===== config.mk =====
export PLATFORM = sky130hd
export DESIGN_NAME = mult_wb_frontend
export DESIGN_NICKNAME = d
export VERILOG_FILES = /design/src/rtl/mult_fe_pkg.sv /design/src/rtl/mult_fe_timer.sv /design/src/rtl/mult_wb_frontend.sv
export SDC_FILE = /design/constraint.sdc
export NUM_CORES = 1
export LEC_CHECK = 0
export ABC_AREA = 1
export BUFFER_PORTS_ARGS = -buffer_cell sky130_fd_sc_hd__buf_2
export CELL_PAD_IN_SITES_DETAIL_PLACEMENT = 1
export CELL_PAD_IN_SITES_GLOBAL_PLACEMENT = 1
export CORE_MARGIN = 4
export CORE_UTILIZATION = 30
export DETAILED_ROUTE_END_ITERATION = 8
export PLACE_DENSITY = 0.65
export SLEW_MARGIN = 20
export SYNTH_ARGS = -nofsm -noshare
export SYNTH_HDL_FRONTEND = slang
export SYNTH_SLANG_ARGS = --single-unit
export TNS_END_PERCENT = 20

===== constraint.sdc =====
create_clock -name wb_clk_i -period 3.89 [get_ports wb_clk_i]
set_input_delay 0.5835 -clock wb_clk_i [delete_from_list [all_inputs] [get_ports wb_clk_i]]
set_output_delay 0.5835 -clock wb_clk_i [all_outputs]
set_load 0.01 [all_outputs]

===== src/rtl/mult_fe_pkg.sv =====
// Shared definitions for the multiplier Wishbone front end: register offsets,
// CTRL/STAT bit positions and the sequencing FSM state type.
package mult_fe_pkg;

  localparam int OP_W_DEF = 16;

  localparam logic [4:0] OFF_OPA   = 5'h00;
  localparam logic [4:0] OFF_OPB   = 5'h04;
  localparam logic [4:0] OFF_CTRL  = 5'h08;
  localparam logic [4:0] OFF_PROD  = 5'h0C;
  localparam logic [4:0] OFF_COUNT = 5'h10;

  localparam int CTRL_START    = 0;
  localparam int CTRL_CLR_DONE = 1;
  localparam int CTRL_CLR_OVR  = 2;
  localparam int CTRL_IRQ_ENA  = 8;

  localparam int STAT_BUSY      = 0;
  localparam int STAT_DONE      = 1;
  localparam int STAT_OVR       = 2;
  localparam int STAT_STATE_LSB = 4;

  typedef enum logic [1:0] {
    S_IDLE = 2'd0,
    S_RUN  = 2'd1,
    S_DONE = 2'd2
  } state_t;

endpackage


===== src/rtl/mult_fe_timer.sv =====
// Loadable 4-bit down-counter that stops at zero; o_zero flags terminal count.
module mult_fe_timer (
  input  logic       i_clk,
  input  logic       i_rst,
  input  logic       i_load,
  input  logic [3:0] i_load_val,
  output logic       o_zero
);

  logic [3:0] r_cnt;

  always_ff @(posedge i_clk) begin
    if (i_rst) begin
      r_cnt <= '0;
    end else if (i_load) begin
      r_cnt <= i_load_val;
    end else if (r_cnt != 4'd0) begin
      r_cnt <= r_cnt - 4'd1;
    end
  end

  assign o_zero = (r_cnt == 4'd0);

endmodule


===== src/rtl/mult_wb_frontend.sv =====
// Wishbone-classic register front end that launches one multiply and captures the product.
// Optional completion interrupt is built when MULT_IRQ_EN is defined.
//
// state | meaning
// IDLE  | no operation in flight
// RUN   | operands frozen on mult_a/mult_b, waiting out the multiplier latency
// DONE  | product captured, waiting for CLR_DONE or a new START
module mult_wb_frontend
  import mult_fe_pkg::*;
#(
  parameter logic [31:0] BASE_ADDR    = 32'h3000_0000,
  parameter int          OP_W         = OP_W_DEF,
  parameter int          MULT_LATENCY = 2,
  parameter int          CNT_W        = 16
) (
  input  logic              wb_clk_i,
  input  logic              wb_rst_i,
  input  logic              wbs_cyc_i,
  input  logic              wbs_stb_i,
  input  logic              wbs_we_i,
  input  logic [3:0]        wbs_sel_i,
  input  logic [31:0]       wbs_adr_i,
  input  logic [31:0]       wbs_dat_i,
  output logic              wbs_ack_o,
  output logic [31:0]       wbs_dat_o,
  output logic [OP_W-1:0]   mult_a,
  output logic [OP_W-1:0]   mult_b,
  input  logic [2*OP_W-1:0] mult_product,
  output logic              irq_o
);

  logic              r_ack;
  logic [31:0]       r_dat;
  logic [OP_W-1:0]   r_opa, r_opb, r_mult_a, r_mult_b;
  logic [2*OP_W-1:0] r_product;
  logic [CNT_W-1:0]  r_count;
  logic              r_ovr;
  state_t            r_state, w_state_nxt;

  logic [4:0]  w_off;
  logic        w_hit, w_wr, w_ctrl_wr;
  logic        w_start, w_clr_done, w_clr_ovr;
  logic        w_launch, w_capture, w_tmr_zero, w_irq_ena;
  logic [31:0] w_stat, w_rd_data;
  logic        w_unused;

  // An access is taken only while ack is low, so each cycle/strobe gets one ack.
  assign w_off      = wbs_adr_i[4:0];
  assign w_hit      = wbs_cyc_i & wbs_stb_i & ~r_ack &
                      (wbs_adr_i[31:5] == BASE_ADDR[31:5]);
  assign w_wr       = w_hit & wbs_we_i;
  assign w_ctrl_wr  = w_wr & (w_off == OFF_CTRL);
  assign w_start    = w_ctrl_wr & wbs_dat_i[CTRL_START];
  assign w_clr_done = w_ctrl_wr & wbs_dat_i[CTRL_CLR_DONE];
  assign w_clr_ovr  = w_ctrl_wr & wbs_dat_i[CTRL_CLR_OVR];
  assign w_unused   = ^{wbs_sel_i, wbs_dat_i, wbs_adr_i};

  mult_fe_timer u_timer (
    .i_clk      (wb_clk_i),
    .i_rst      (wb_rst_i),
    .i_load     (w_launch),
    .i_load_val (4'(MULT_LATENCY)),
    .o_zero     (w_tmr_zero)
  );

  always_ff @(posedge wb_clk_i) begin
    if (wb_rst_i) r_state <= S_IDLE;
    else          r_state <= w_state_nxt;
  end

  always_comb begin
    w_state_nxt = r_state;
    w_launch    = 1'b0;
    w_capture   = 1'b0;
    case (r_state)
      S_IDLE: begin
        if (w_start) begin
          w_state_nxt = S_RUN;
          w_launch    = 1'b1;
        end
      end
      S_RUN: begin
        if (w_tmr_zero) begin
          w_state_nxt = S_DONE;
          w_capture   = 1'b1;
        end
      end
      S_DONE: begin
        if (w_start) begin
          w_state_nxt = S_RUN;
          w_launch    = 1'b1;
        end else if (w_clr_done) begin
          w_state_nxt = S_IDLE;
        end
      end
      default: w_state_nxt = S_IDLE;
    endcase
  end

  always_ff @(posedge wb_clk_i) begin
    if (wb_rst_i) begin
      r_opa     <= '0;
      r_opb     <= '0;
      r_mult_a  <= '0;
      r_mult_b  <= '0;
      r_product <= '0;
      r_count   <= '0;
      r_ovr     <= 1'b0;
    end else begin
      for (int i = 0; i < OP_W / 8; i++) begin
        if (w_wr && w_off == OFF_OPA && wbs_sel_i[i]) r_opa[8*i +: 8] <= wbs_dat_i[8*i +: 8];
        if (w_wr && w_off == OFF_OPB && wbs_sel_i[i]) r_opb[8*i +: 8] <= wbs_dat_i[8*i +: 8];
      end
      if (w_launch) begin
        r_mult_a <= r_opa;
        r_mult_b <= r_opb;
      end
      if (w_capture) begin
        r_product <= mult_product;
        r_count   <= r_count + CNT_W'(1);
      end
      // A START that collides with a run in flight is the one event that must win over a clear.
      if (w_clr_ovr) r_ovr <= 1'b0;
      if (w_start && r_state == S_RUN) r_ovr <= 1'b1;
    end
  end

`ifdef MULT_IRQ_EN
  logic r_irq_ena;

  always_ff @(posedge wb_clk_i) begin
    if (wb_rst_i)       r_irq_ena <= 1'b0;
    else if (w_ctrl_wr) r_irq_ena <= wbs_dat_i[CTRL_IRQ_ENA];
  end

  assign w_irq_ena = r_irq_ena;
`else
  assign w_irq_ena = 1'b0;
`endif

  always_comb begin
    w_stat                             = '0;
    w_stat[STAT_BUSY]                  = (r_state == S_RUN);
    w_stat[STAT_DONE]                  = (r_state == S_DONE);
    w_stat[STAT_OVR]                   = r_ovr;
    w_stat[STAT_STATE_LSB +: 4]        = {2'b00, r_state};
    w_stat[CTRL_IRQ_ENA]               = w_irq_ena;
    case (w_off)
      OFF_OPA:   w_rd_data = 32'(r_opa);
      OFF_OPB:   w_rd_data = 32'(r_opb);
      OFF_CTRL:  w_rd_data = w_stat;
      OFF_PROD:  w_rd_data = 32'(r_product);
      OFF_COUNT: w_rd_data = 32'(r_count);
      default:   w_rd_data = '0;
    endcase
  end

  always_ff @(posedge wb_clk_i) begin
    if (wb_rst_i) begin
      r_ack <= 1'b0;
      r_dat <= '0;
    end else begin
      r_ack <= w_hit;
      r_dat <= (w_hit && !wbs_we_i) ? w_rd_data : '0;
    end
  end

  assign wbs_ack_o = r_ack;
  assign wbs_dat_o = r_dat;
  assign mult_a    = r_mult_a;
  assign mult_b    = r_mult_b;
  assign irq_o     = w_irq_ena & (r_state == S_DONE);

endmodule

# == Yosys cells after proc, flatten, opt, wreduce, memory -nomap -nowiden ==
# Index checks and enable logic that the tools add are counted.
# Widths: inputs -> output; s select.
# totals
regBits,152
input_bits,105
elab_cells,69
out_inout_bits,66
# op_classes
n_reduce_logical,19
add_sub_neg,2
bitwise,10
eq_ne,10
n_mux,14
# op_table
op,n
$pmux 32 s5,1
$eq 27x25->1 const B,1
$add 16x1->16 const B,1
$mux 2,6
$eq 5x4->1 const B,2
$and 1x1->1,8
$logic_and 1x1->1,8
$mux 1,6
$pmux 2 s3,1
$reduce_or 2->1,3
$eq 5x3->1 const B,1
$eq 5x5->1 const B,1
$logic_not 5->1,1
$logic_not 4->1,1
$reduce_bool 2->1,2
$reduce_bool 4->1,1
$sub 4x1->4 const B,1
$ne 3x3->1 const B,1
$reduce_and 3->1,1
$eq 2x1->1 const B,1
$eq 2x2->1 const B,1
$logic_not 2->1,1
$ne 2x1->1 const B,1
$ne 2x2->1 const B,1
2 further kinds,3

# == Depth between registers and ports, before layout ==
# Gate-level depths: netlist of the first run.
# depth
word_depth,9
ltp_mapped,11
ltp_nobuf,11

# == Hierarchy ==
# From an unflattened synthesis of the first run, not the netlist that was laid out.
# hier_totals
hier_cells,919
area_unflattened_um2,6442.4
# by_module_without_submodules
module,cells_per_inst,area_per_inst_um2,instances
mult_wb_frontend,879,6194.7,1
mult_fe_timer,40,247.7,1

# == Worst setup path before layout of the first run ==
# Ideal clock, no wire load.
# synth_timing
path_kind,in2reg
from,in wbs_adr_i[24]
to,reg r_opa[0]
arrival_time_ps,1530
setup_time_ps,115
path_stages,8
required_time_ps,3775
slack_ps,2245
cell_sequence,inv_1 -> nand4_1 -> nor2_1 -> nand2_1 -> nor2_1 -> nand4_1 -> nor2_1 -> nor2_1
# synth_between
elab_chain_cells,5
# synth_lines
element,line_no,rtl
start: declaration,mult_wb_frontend.sv:22,"input logic [31:0] wbs_adr_i,"
$eq 27x25->1,mult_wb_frontend.sv:50,(wbs_adr_i[31:5] == BASE_ADDR[31:5]);
$and 1x1->1,mult_wb_frontend.sv:49,assign w_hit = wbs_cyc_i & wbs_stb_i & ~r_ack &
$and 1x1->1,mult_wb_frontend.sv:51,assign w_wr = w_hit & wbs_we_i;
$logic_and 1x1->1 (2 in a row),mult_wb_frontend.sv:111,if (w_wr && w_off == OFF_OPA && wbs_sel_i[i]) r_opa[8*i +: 8] <= wbs_dat_i[8*i +: 8];
end signal: indexed assignment,mult_wb_frontend.sv:111,
end: declaration,mult_wb_frontend.sv:34,"logic [OP_W-1:0] r_opa, r_opb, r_mult_a, r_mult_b;"
# Every way passes these cells.
# A chain may end at the register's enable or synchronous reset.

# == Worst setup path in the final report of the first run ==
# layout_timing
from,reg r_state[0]
to,reg r_count[4]
# layout_between
elab_chain_cells,2
# layout_lines
element,line_no,rtl
start: declaration,mult_wb_frontend.sv:38,"state_t r_state, w_state_nxt;"
start signal: assignment,mult_wb_frontend.sv:68,else r_state <= w_state_nxt;
$eq 2x1->1,mult_wb_frontend.sv:75,case (r_state)
$mux 1,mult_wb_frontend.sv:75,
end signal: assignment,mult_wb_frontend.sv:120,r_count <= r_count + CNT_W'(1);
end: declaration,mult_wb_frontend.sv:36,logic [CNT_W-1:0] r_count;
# Every way passes these cells.

==> summary.md, run 1 <==
| Metric | Value |
|---|---|
| Max frequency | 421 MHz |
| Initial antenna violation count | 0 |
| Syn_nets | 1008 |
| Status | completed |
| Max-Cap Viols | 0 |
| Setup Buffers After CTS | 0 |
| Actual slew at the worst max-slew pin | 840 ps |
| Worst Path Required | 4250 ps |
| CTS tree | built |
| Worst flop-to-flop path endpoint | r_count[4] |
| GR Util All Layers | around 17% |
| Minimum clock period | between 2000 and 2500 ps |
| Leak Pwr | roughly 3.6 nW |
| Max FO, Critical Path | 77 |
| Final WL | 21100 µm |
| Number of I/O pins | 171 |
| Maximum clock path buffer count | 2 |
| Core area | 0.0212 mm² |
| #FFs+latches synth | ~150 |
| Worst slack, placed | 1260 ps |
| Row cnt | 53 |
| CP Cell Sequence | inv_2 -> nor2_4 -> nand2_4 -> inv_1 -> nand3_1 -> inv_1 -> nand3_1 -> nand2_1 -> a21oi_1 |
| Pwr dens | around 430 mW/mm² |
| Die area | 0.0242 mm² |
| Final ANT Viol Nets | 0 |
| Post-layout net count | roughly 1100 |
| Setup TNS Final | 0 ps |
| Number of inserted diodes | 0 |
| Peak supply drop | ~0.34 mV |
| Mapped Area | 0.00653 mm² |
| R2R Setup Slk | 1510 ps |
| Worst skew pair latency | 430 ps |
| Vias in the first global route | 6302 |
| FF-to-FF path depth | 9 |
| TritonRoute pass-1 iters | 4 |
| Slowest cell on crit path | nand2_4 |
| Clock skew | roughly 8.8 ps |
| Layout cells sized above 1 | 21.4% |
| Initial DRC Count | 244 |
| Hold crit path type | primary input to register |
| Setup CP Type | register to register |
| Slew margin rel. | 43.9% |
| CTS root buf | clkbuf_16 |
| Via count | 6256 |
| Placed Cells | 1289 |
| Starting Density | a little under a third |
| Die W | 156 µm |
| Final period utilization | roughly 60% |
| CTS sink count | ~150 |
| Post-layout util | between 30% and 40% |
| Final HPWL DP | between 15000 and 20000 µm |
| Wire per inst | 16.0 µm |
| Hold Slack | slightly above 400 ps |
| Mapped Avg Cell Area | 7.24 µm² |
| I/O Buffers | 151 |
| Largest net degree at the start of global routing | 78 |
| Layout Cells excl Fill | 1321 |
| CP Launch Type | register |
| Max stage delay on crit path | 580 ps |
| CP arrival | between 2000 and 3000 ps |
| CP endpoint | r_count[4] |
| Area grow syn2layout | 24.0% |
| Post-cts resize count | 0 |
| Congestion Overflow GR | 0 |
| Unrepaired setup endpoints after global routing | no |
| Post-CTS Hold Buffers | 0 |
| Via density | 4.74 |
| Post-synthesis sequential area ratio | 46.6% |
| Clk slew on worst S/H paths | approximately 60 ps |
| Yosys warns | 0 |
| Syn Inst Count | 902 |
| Yosys cell types | 32 |
| Die Height | 156 µm |
| Final setup viols | 0 |
| DRC Markers | 0 |
| Global-route wire length before repair | 33300 µm |
| Dominant cell type by area after synthesis | dfxtp_1 |
| Post-route worst setup slack | 1510 ps |
| Top-area cell type share of the netlist area | a little under half |
| CP startpoint | r_state[0] |
| Area contributors post-synth | dfxtp_1 (47%), nor2_1 (11%), nand2_1 (8.6%), inv_1 (6.6%), nand4_1 (4.8%) |
| Critical R2R Launch | r_state[0] |
| Num CTS Buffers | 17 |
| CP Capture Type | register |
| H-tree depth | 4 |
| Final Hold Viols | 0 |
| GPL Wtd Cong | between 0.8 and 0.9 |
| Slew Viols, Final | 0 |
## worst min-delay path by stage
stage | startpoint | endpoint | slack [ps] | cells after the start
6_report | wbs_dat_i[14] | r_opb[14] | 410 | 3
5_1_grt | wbs_dat_i[14] | r_opb[14] | 410 | 3
4_1_cts | wbs_dat_i[14] | r_opb[14] | 400 | 3
3_5_place_dp | r_product[16] | wbs_dat_o[16] | 440 | 2
3_3_place_gp | u_timer.r_cnt[0] | u_timer.r_cnt[0] | 440 | 1
2_1_floorplan | u_timer.r_cnt[0] | u_timer.r_cnt[0] | 420 | 1
## layout by cell type, fill, tap and decap left out, types with 20 or more instances in the layout
master and n:
nor2_1 190, dfxtp_1 152, buf_2 151, nand2_1 149
inv_1 114, nand4_1 50, a21oi_1 48, o21ai_0 42
nand3_1 20, o22ai_1 20
## final cells by class
| cell class | instances | area, µm² |
|---|---|---|
| clock buffer | 18 | 439 |
| clock inverter | 14 | 195 |
| fill | 2693 | 13100 |
| inverter | 120 | 450 |
| multi-input combinational | 587 | 2830 |
| sequential | 152 | 3040 |
| tap | 275 | 344 |
| timing repair buffer | 155 | 798 |
## stage by stage
stage	total power, mW	cell area (µm²)
2_1_floorplan	1.67	6530
3_3_place_gp	1.74	7460
3_5_place_dp	1.74	7460
4_1_cts	3.56	8100
5_1_grt	3.64	8100
6_report	3.51	8100
## synthesized netlist by cell type
cell        n
xor2_1      1
a21oi_1    48
conb_1      1
nand3_2     2
a211oi_1    6
buf_1       1
o21ai_0    42
nor3_1     15
inv_2       4
buf_2       6
buf_6       5
nand4_1    50
nor2_1    190
o22ai_1    20
nand2_2     2
ha_1        1
buf_4       2
clkinv_1    2
nor2_4      6
dfxtp_1   152
inv_1     114
and2_1      1
nor2_2      6
nor3_4      1
nand3_1    21
o211ai_4    1
nand2_4     1
nand4_2     1
nand2_1   149
nor3_2     11
a221oi_1   11
clkbuf_1   29
## critical path, delay by kind of cell (launching register included)
| kind | cells | cell delay, ps |
|---|---|---|
| buf+inv | 3 | 880 |
| flops | 1 | 370 |
| compound gates | 1 | 110 |
| simple gates | 5 | 930 |
## kinds of logic (layout without fill, tap and decap cells)
group	after synthesis	after routing	synth area share (%)
AOI/OAI and AO/OA	128	128	11.3
xor gates and xnor gates	1	1	0.134
adders and majority gates	1	1	0.192
buffers and inverters	163	307	10.2
DFF	152	152	46.6
other	1	1	0.0574
and+or+nand+nor	456	456	31.5
## registers in the layout, summed over array words and instances (netlist names), 2 cells and up
signal and flops:
r_count 16, r_opb 16, r_state 2, mult_b 16
r_product 32, r_opa 16, u_timer.r_cnt 4, wbs_dat_o 32
mult_a 16
## report_power, final
part	switching (mW)	internal, mW
Clock	0.706	1.10
Combinational	0.0930	0.0539
Sequential	0.00165	1.56
Total	0.801	2.71
## metal layers
layer | GRT usage [%] | wire length [µm] | up-vias
li1 | - | - | 3162
met1 | 22.6 | 9720 | 2962
met2 | 29.5 | 10200 | 118
met3 | 4.02 | 981 | 14
met4 | 3.50 | 172 | 0
met5 | 0 | 0 | -
No activity file was read; power rests on OpenSTA's default activity.
==> run 2: changes to the inputs <==
==> constraint.sdc (replaced) <==
create_clock -name wb_clk_i -period 2.4 [get_ports wb_clk_i]
set_input_delay 0.36 -clock wb_clk_i [delete_from_list [all_inputs] [get_ports wb_clk_i]]
set_output_delay 0.36 -clock wb_clk_i [all_outputs]
set_load 0.01 [all_outputs]
==> summary.md, run 2 (same netlist as run 1, synthesis figures left out) <==
| Metric | Value |
|---|---|
| Status | completed (unchanged) |
| Initial DRC Count | 230 (was 244) |
| CTS root buf | clkbuf_16 (unchanged) |
| Net Sw Power | 1.28 mW (was 0.801 mW) |
| Logic pwr share | 4.3% (was 4.2%) |
| Clock Power Share | 50.3% (was 51.4%) |
| CTS sink count | 152 (unchanged) |
| Minimum clock period | 1930 ps (was 2380 ps) |
| Worst Path Required | 2710 ps (was 4250 ps) |
| Clock skew | 14.3 ps (was 8.78 ps) |
| Max frequency | 518 MHz (was 421 MHz) |
| CP startpoint | wbs_ack_o (was r_state[0]) |
| Number of I/O pins | 171 (unchanged) |
| CTS tree | built (unchanged) |
| CP Capture Type | register (unchanged) |
| Reg power frac | 45.4% (was 44.4%) |
| Setup TNS Final | 0 ps (unchanged) |
| Congestion Overflow GR | 0 (unchanged) |
| Slew margin rel. | 62.2% (was 43.9%) |
| Setup CP Type | register to register (unchanged) |
| Commonest non-fill, non-tap cells in the layout | nor2_1 (190), dfxtp_1 (152), buf_2 (151) (unchanged) |
| Fin area | 0.00822 mm² (was 0.00810 mm²) |
| TritonRoute pass-1 iters | 4 (unchanged) |
| Layout cells sized above 1 | 22.4% (was 21.4%) |
| Final period utilization | 80.4% (was 61.1%) |
| Fill cells | 2686 (was 2693) |
| Slowest cell on crit path | nor2_4 (was nand2_4) |
| Critical R2R Launch | wbs_ack_o (was r_state[0]) |
| Starting Density | 30.8% (unchanged) |
| PnR Total Power | 5.57 mW (was 3.51 mW) |
| Setup Buffers After CTS | 0 (unchanged) |
| Final ANT Viol Nets | 0 (unchanged) |
| Initial antenna violation count | 1 (was 0) |
| Clk slew on worst S/H paths | 70 ps (was 60 ps) |
| CP Launch Type | register (unchanged) |
| Leak Pwr | 3.64 nW (was 3.57 nW) |
| Hold endpoint | r_opb[12] (was r_opb[14]) |
| H-tree depth | 4 (unchanged) |
| Post-route worst setup slack | 471 ps (was 1510 ps) |
| Post-CTS Hold Buffers | 0 (unchanged) |
| Placed Cells | 1305 (was 1289) |
| I/O Buffers | 151 (unchanged) |
| CP top delay family | simple AND/OR/NAND/NOR gates (unchanged) |
| Worst flop-to-flop path endpoint | mult_b[12] (was r_count[4]) |
| GPL Wtd Cong | 0.775 (was 0.803) |
| Unrepaired setup endpoints after global routing | no (unchanged) |
| Worst slack, placed | 274 ps (was 1260 ps) |
| Wire per inst | 15.4 µm (was 16.0 µm) |
| Via density | 4.66 (was 4.74) |
| Row cnt | 53 (unchanged) |
| Actual slew at the worst max-slew pin | 564 ps (was 840 ps) |
| Max stage delay on crit path | 450 ps (was 580 ps) |
| Layout Cells excl Fill | 1337 (was 1321) |
| Total internal power | 4.30 mW (was 2.71 mW) |
| Die Height | 156 µm (unchanged) |
| Die W | 156 µm (unchanged) |
| R2R Setup Slk | 470 ps (was 1510 ps) |
| CP Cell Sequence | inv_1 -> nand2_1 -> nor2_1 -> nand2_1 -> nor2_1 -> nand3_1 -> nor2_4 -> buf_4 -> nand4_1 -> nand2_1 -> nor2_1 (was inv_2 -> nor2_4 -> nand2_4 -> inv_1 -> nand3_1 -> inv_1 -> nand3_1 -> nand2_1 -> a21oi_1) |
| Post-layout net count | 1155 (was 1139) |
| CP arrival | 2240 ps (was 2740 ps) |
| Peak supply drop | 0.375 mV (was 0.342 mV) |
| Most common cell after layout, fill and taps aside | nor2_1 (unchanged) |
| Global-route wire length before repair | 32600 µm (was 33300 µm) |
| Largest net degree at the start of global routing | 63 (was 78) |
| Switching Fraction | 22.9% (was 22.8%) |
| DRC Markers | 0 (unchanged) |
| CP bufs+invs | 2 (was 3) |
| FF-to-FF path depth | 11 (was 9) |
| Slew Viols, Final | 0 (unchanged) |
| Final WL | 20600 µm (was 21100 µm) |
| Post-cts resize count | 0 (unchanged) |
| Hold Crit Start | wbs_dat_i[12] (was wbs_dat_i[14]) |
| Core area | 0.0212 mm² (unchanged) |
| GR Util All Layers | 16.9% (was 17.3%) |
| WHS Path Cells | 3 (unchanged) |
| Final setup viols | 0 (unchanged) |
| Via count | 6237 (was 6256) |
| Max FO, Critical Path | 16 (was 77) |
| Placement Cell Area | 0.00761 mm² (was 0.00746 mm²) |
| Hold crit path type | primary input to register (unchanged) |
| Final HPWL DP | 15300 µm (was 15000 µm) |
| Pwr dens | 678 mW/mm² (was 433 mW/mm²) |
| Die area | 0.0242 mm² (unchanged) |
| Worst skew pair latency | 430 ps (about the same) |
| Final Hold Viols | 0 (unchanged) |
| Vias in the first global route | 6173 (was 6302) |
| Area grow syn2layout | 25.9% (was 24.0%) |
| Max-Cap Viols | 0 (unchanged) |
| Maximum clock path buffer count | 2 (unchanged) |
| Num CTS Buffers | 17 (unchanged) |
## run 2: cell types whose count changed in the layout (fill, tap and decap cells not counted)
cell        change
clkinv_4        -2
clkinvlp_4      +1
buf_4          +14
diode_2         +1
clkinv_2        -2
clkbuf_1        +1
bufinv_16       -1
buf_12          +2
inv_8           +2
## run 2: worst max path at each step
| stage | end | slack (ps) | cells after the start |
|---|---|---|---|
| floorplan | r_opa[0] | 980 | 8 |
| global placement | mult_b[12] | 310 | 12 |
| detailed placement | mult_b[12] | 270 | 12 |
| CTS | mult_b[12] | 470 | 11 |
| global route | r_opb[4] | 270 | 8 |
| finish | mult_b[12] | 470 | 11 |
## run 2: power by group through the flow
stage | clock [mW] | sequential, mW | combinational [mW]
after detailed placement | 0 | 2.59 | 0.244
final | 2.80 | 2.53 | 0.242
after global routing | 2.98 | 2.53 | 0.276
after floorplan | 0 | 2.58 | 0.116
after global placement | 0 | 2.58 | 0.240
after CTS | 2.87 | 2.53 | 0.245
## run 2: tightest hold or removal path, stage by stage
cell and delay (ps):
buf_2 90, nor2_1 40, nor2_1 80
## run 2: metal layers
metal  vias up  routed length (µm)  track usage [%]
li1       3200                   -                -
met1      2904                9770             22.8
met2       118                9850             28.1
met3        15                 785             3.50
met4         0                 230             3.88
met5         -                   0                0
## run 2: cell type report
class	instances	area [µm²]	area share, %
antenna	1	2.50	0.0304
clock buffer	19	443	5.39
clock inverter	12	168	2.04
inverter	120	450	5.48
multi-input combinational	587	2830	34.4
sequential	152	3040	37.0
tap	275	344	4.19
timing repair buffer	171	943	11.5
## run 2: stage by stage
stage	util [%]	hold slack, ps
2_1_floorplan	-	424
3_3_place_gp	35.9	437
3_5_place_dp	35.9	440
4_1_cts	38.7	170
5_1_grt	38.7	178
6_report	38.7	178
==> run 3: changes to the inputs <==
==> constraint.sdc (replaced) <==
create_clock -name wb_clk_i -period 2 [get_ports wb_clk_i]
set_input_delay 0.3 -clock wb_clk_i [delete_from_list [all_inputs] [get_ports wb_clk_i]]
set_output_delay 0.3 -clock wb_clk_i [all_outputs]
set_load 0.01 [all_outputs]
==> summary.md, run 3 (same netlist as run 1, synthesis figures left out) <==
| Metric | Value |
|---|---|
| CP startpoint | wbs_ack_o (unchanged) |
| Starting Density | 30.8% (unchanged) |
| Setup Buffers After CTS | 0 (unchanged) |
| WHS Path Cells | 3 (unchanged) |
| Slew Viols, Final | 0 (unchanged) |
| Max frequency | 616 MHz (was 518 MHz) |
| Final WL | 20400 µm (was 20600 µm) |
| Unrepaired setup endpoints after global routing | no (unchanged) |
| Die Height | 156 µm (unchanged) |
| Minimum clock period | 1620 ps (was 1930 ps) |
| Final period utilization | 81.1% (was 80.4%) |
| Multi-input gate area | 0.00283 mm² (unchanged) |
| CTS tree | built (unchanged) |
| Worst skew pair latency | 430 ps (about the same) |
| TritonRoute pass-1 iters | 5 (was 4) |
| Pwr dens | 815 mW/mm² (was 678 mW/mm²) |
| Setup CP Type | register to register (unchanged) |
| I/O Buffers | 151 (unchanged) |
| Maximum clock path buffer count | 2 (unchanged) |
| Core area | 0.0212 mm² (unchanged) |
| Area grow syn2layout | 27.2% (was 25.9%) |
| Initial DRC Count | 249 (was 230) |
| Final setup viols | 0 (unchanged) |
| Worst Path Required | 2360 ps (was 2710 ps) |
| Reg area | 0.00304 mm² (unchanged) |
| Post-layout net count | 1165 (was 1155) |
| Critical R2R Launch | wbs_ack_o (unchanged) |
| Vias in the first global route | 6376 (was 6173) |
| Via density | 4.67 (was 4.66) |
| H-tree depth | 4 (unchanged) |
| Row cnt | 53 (unchanged) |
| CTS root buf | clkbuf_16 (unchanged) |
| GR Util All Layers | 17.1% (was 16.9%) |
| GPL Wtd Cong | 0.797 (was 0.775) |
| R2R Setup Slk | 380 ps (was 470 ps) |
| Final HPWL DP | 15300 µm (about the same) |
| Commonest non-fill, non-tap cells in the layout | nor2_1 (190), dfxtp_1 (152), buf_2 (151) (unchanged) |
| CP arrival | 1980 ps (was 2240 ps) |
| Post-layout util | 39.2% (was 38.7%) |
| Layout cells sized above 1 | 23.2% (was 22.4%) |
| Congestion Overflow GR | 0 (unchanged) |
| FF-to-FF path depth | 9 (was 11) |
| Fill cells | 2717 (was 2686) |
| DRC Markers | 0 (unchanged) |
| Initial antenna violation count | 1 (unchanged) |
| CTS sink count | 152 (unchanged) |
| Clock skew | 10.3 ps (was 14.3 ps) |
| Wire per inst | 15.1 µm (was 15.4 µm) |
| Final Hold Viols | 0 (unchanged) |
| CP Capture Type | register (unchanged) |
| Peak supply drop | 0.518 mV (was 0.375 mV) |
| Num CTS Buffers | 17 (unchanged) |
| Post-CTS Hold Buffers | 0 (unchanged) |
| Final ANT Viol Nets | 0 (unchanged) |
| Clk slew on worst S/H paths | 60 ps (was 70 ps) |
| Hold endpoint | r_opa[15] (was r_opb[12]) |
| Die W | 156 µm (unchanged) |
| Worst flop-to-flop path endpoint | r_opb[7] (was mult_b[12]) |
| Number of I/O pins | 171 (unchanged) |
| Setup TNS Final | 0 ps (unchanged) |
| CP Launch Type | register (unchanged) |
| Die area | 0.0242 mm² (unchanged) |
| Max FO, Critical Path | 8 (was 16) |
| Max-Cap Viols | 0 (unchanged) |
| Leak Pwr | 3.69 nW (was 3.64 nW) |
| Via count | 6289 (was 6237) |
| Status | completed (unchanged) |
| Largest net degree at the start of global routing | 90 (was 63) |
| Hold crit path type | primary input to register (unchanged) |
| Hold Crit Start | wbs_dat_i[15] (was wbs_dat_i[12]) |
| PnR Total Power | 6.77 mW (was 5.57 mW) |
| Post-cts resize count | 0 (unchanged) |
| Most common cell after layout, fill and taps aside | nor2_1 (unchanged) |
| Global-route wire length before repair | 33100 µm (was 32600 µm) |
## run 3: area by class of cell
cell class / count / area share (%)
well taps: 275 / 4.14
flip-flops and latches: 152 / 36.6
inverters: 120 / 5.42
multi-input cells: 587 / 34.0
diodes: 1 / 0.0301
clock inverters: 13 / 2.32
clock buffers: 18 / 5.17
repair buffers: 181 / 12.3
## run 3: how the worst max path moves through the flow
stage / endpoint / slack [ps] / cells after the start
final: r_opb[7] / 380 / 9
after global routing: r_opb[6] / 140 / 9
after CTS: r_opb[7] / 340 / 9
after detailed placement: mult_b[9] / 210 / 12
after global placement: wbs_dat_o[30] / 210 / 9
after floorplan: mult_a[0] / 610 / 11
## run 3: routing by layer
metal / GRT usage (%) / wire length (µm)
met4: 5.46 / 332
met5: 0 / 0
met1: 22.3 / 9540
met3: 3.38 / 826
met2: 28.4 / 9670
## run 3: where the power goes
group | switching [mW] | total [mW] | internal (mW)
clock network | 1.35 | 3.45 | 2.10
registers | 0.00325 | 3.03 | 3.03
logic | 0.180 | 0.292 | 0.112
total | 1.53 | 6.77 | 5.24
## run 3: stage by stage
step / cell area (µm²) / setup WS (ps) / instances / hold slack [ps]
after floorplan: 6530 / 606 / 902 / 378
after global placement: 7680 / 209 / 1315 / 437
after detailed placement: 7680 / 212 / 1315 / 442
after CTS: 8310 / 342 / 1346 / 99.6
after global routing: 8310 / 141 / 1347 / 123
final: 8310 / 378 / 1347 / 118
## run 3: worst max-delay path: stages, from the launching register on
cell and delay (ps):
dfxtp_1 320, nor2_1 100, nand3_1 80, nor2_1 90
nand2_1 90, nor2_4 200, nand4_1 360, nand2_1 160
nand2_1 60, nor2_1 100
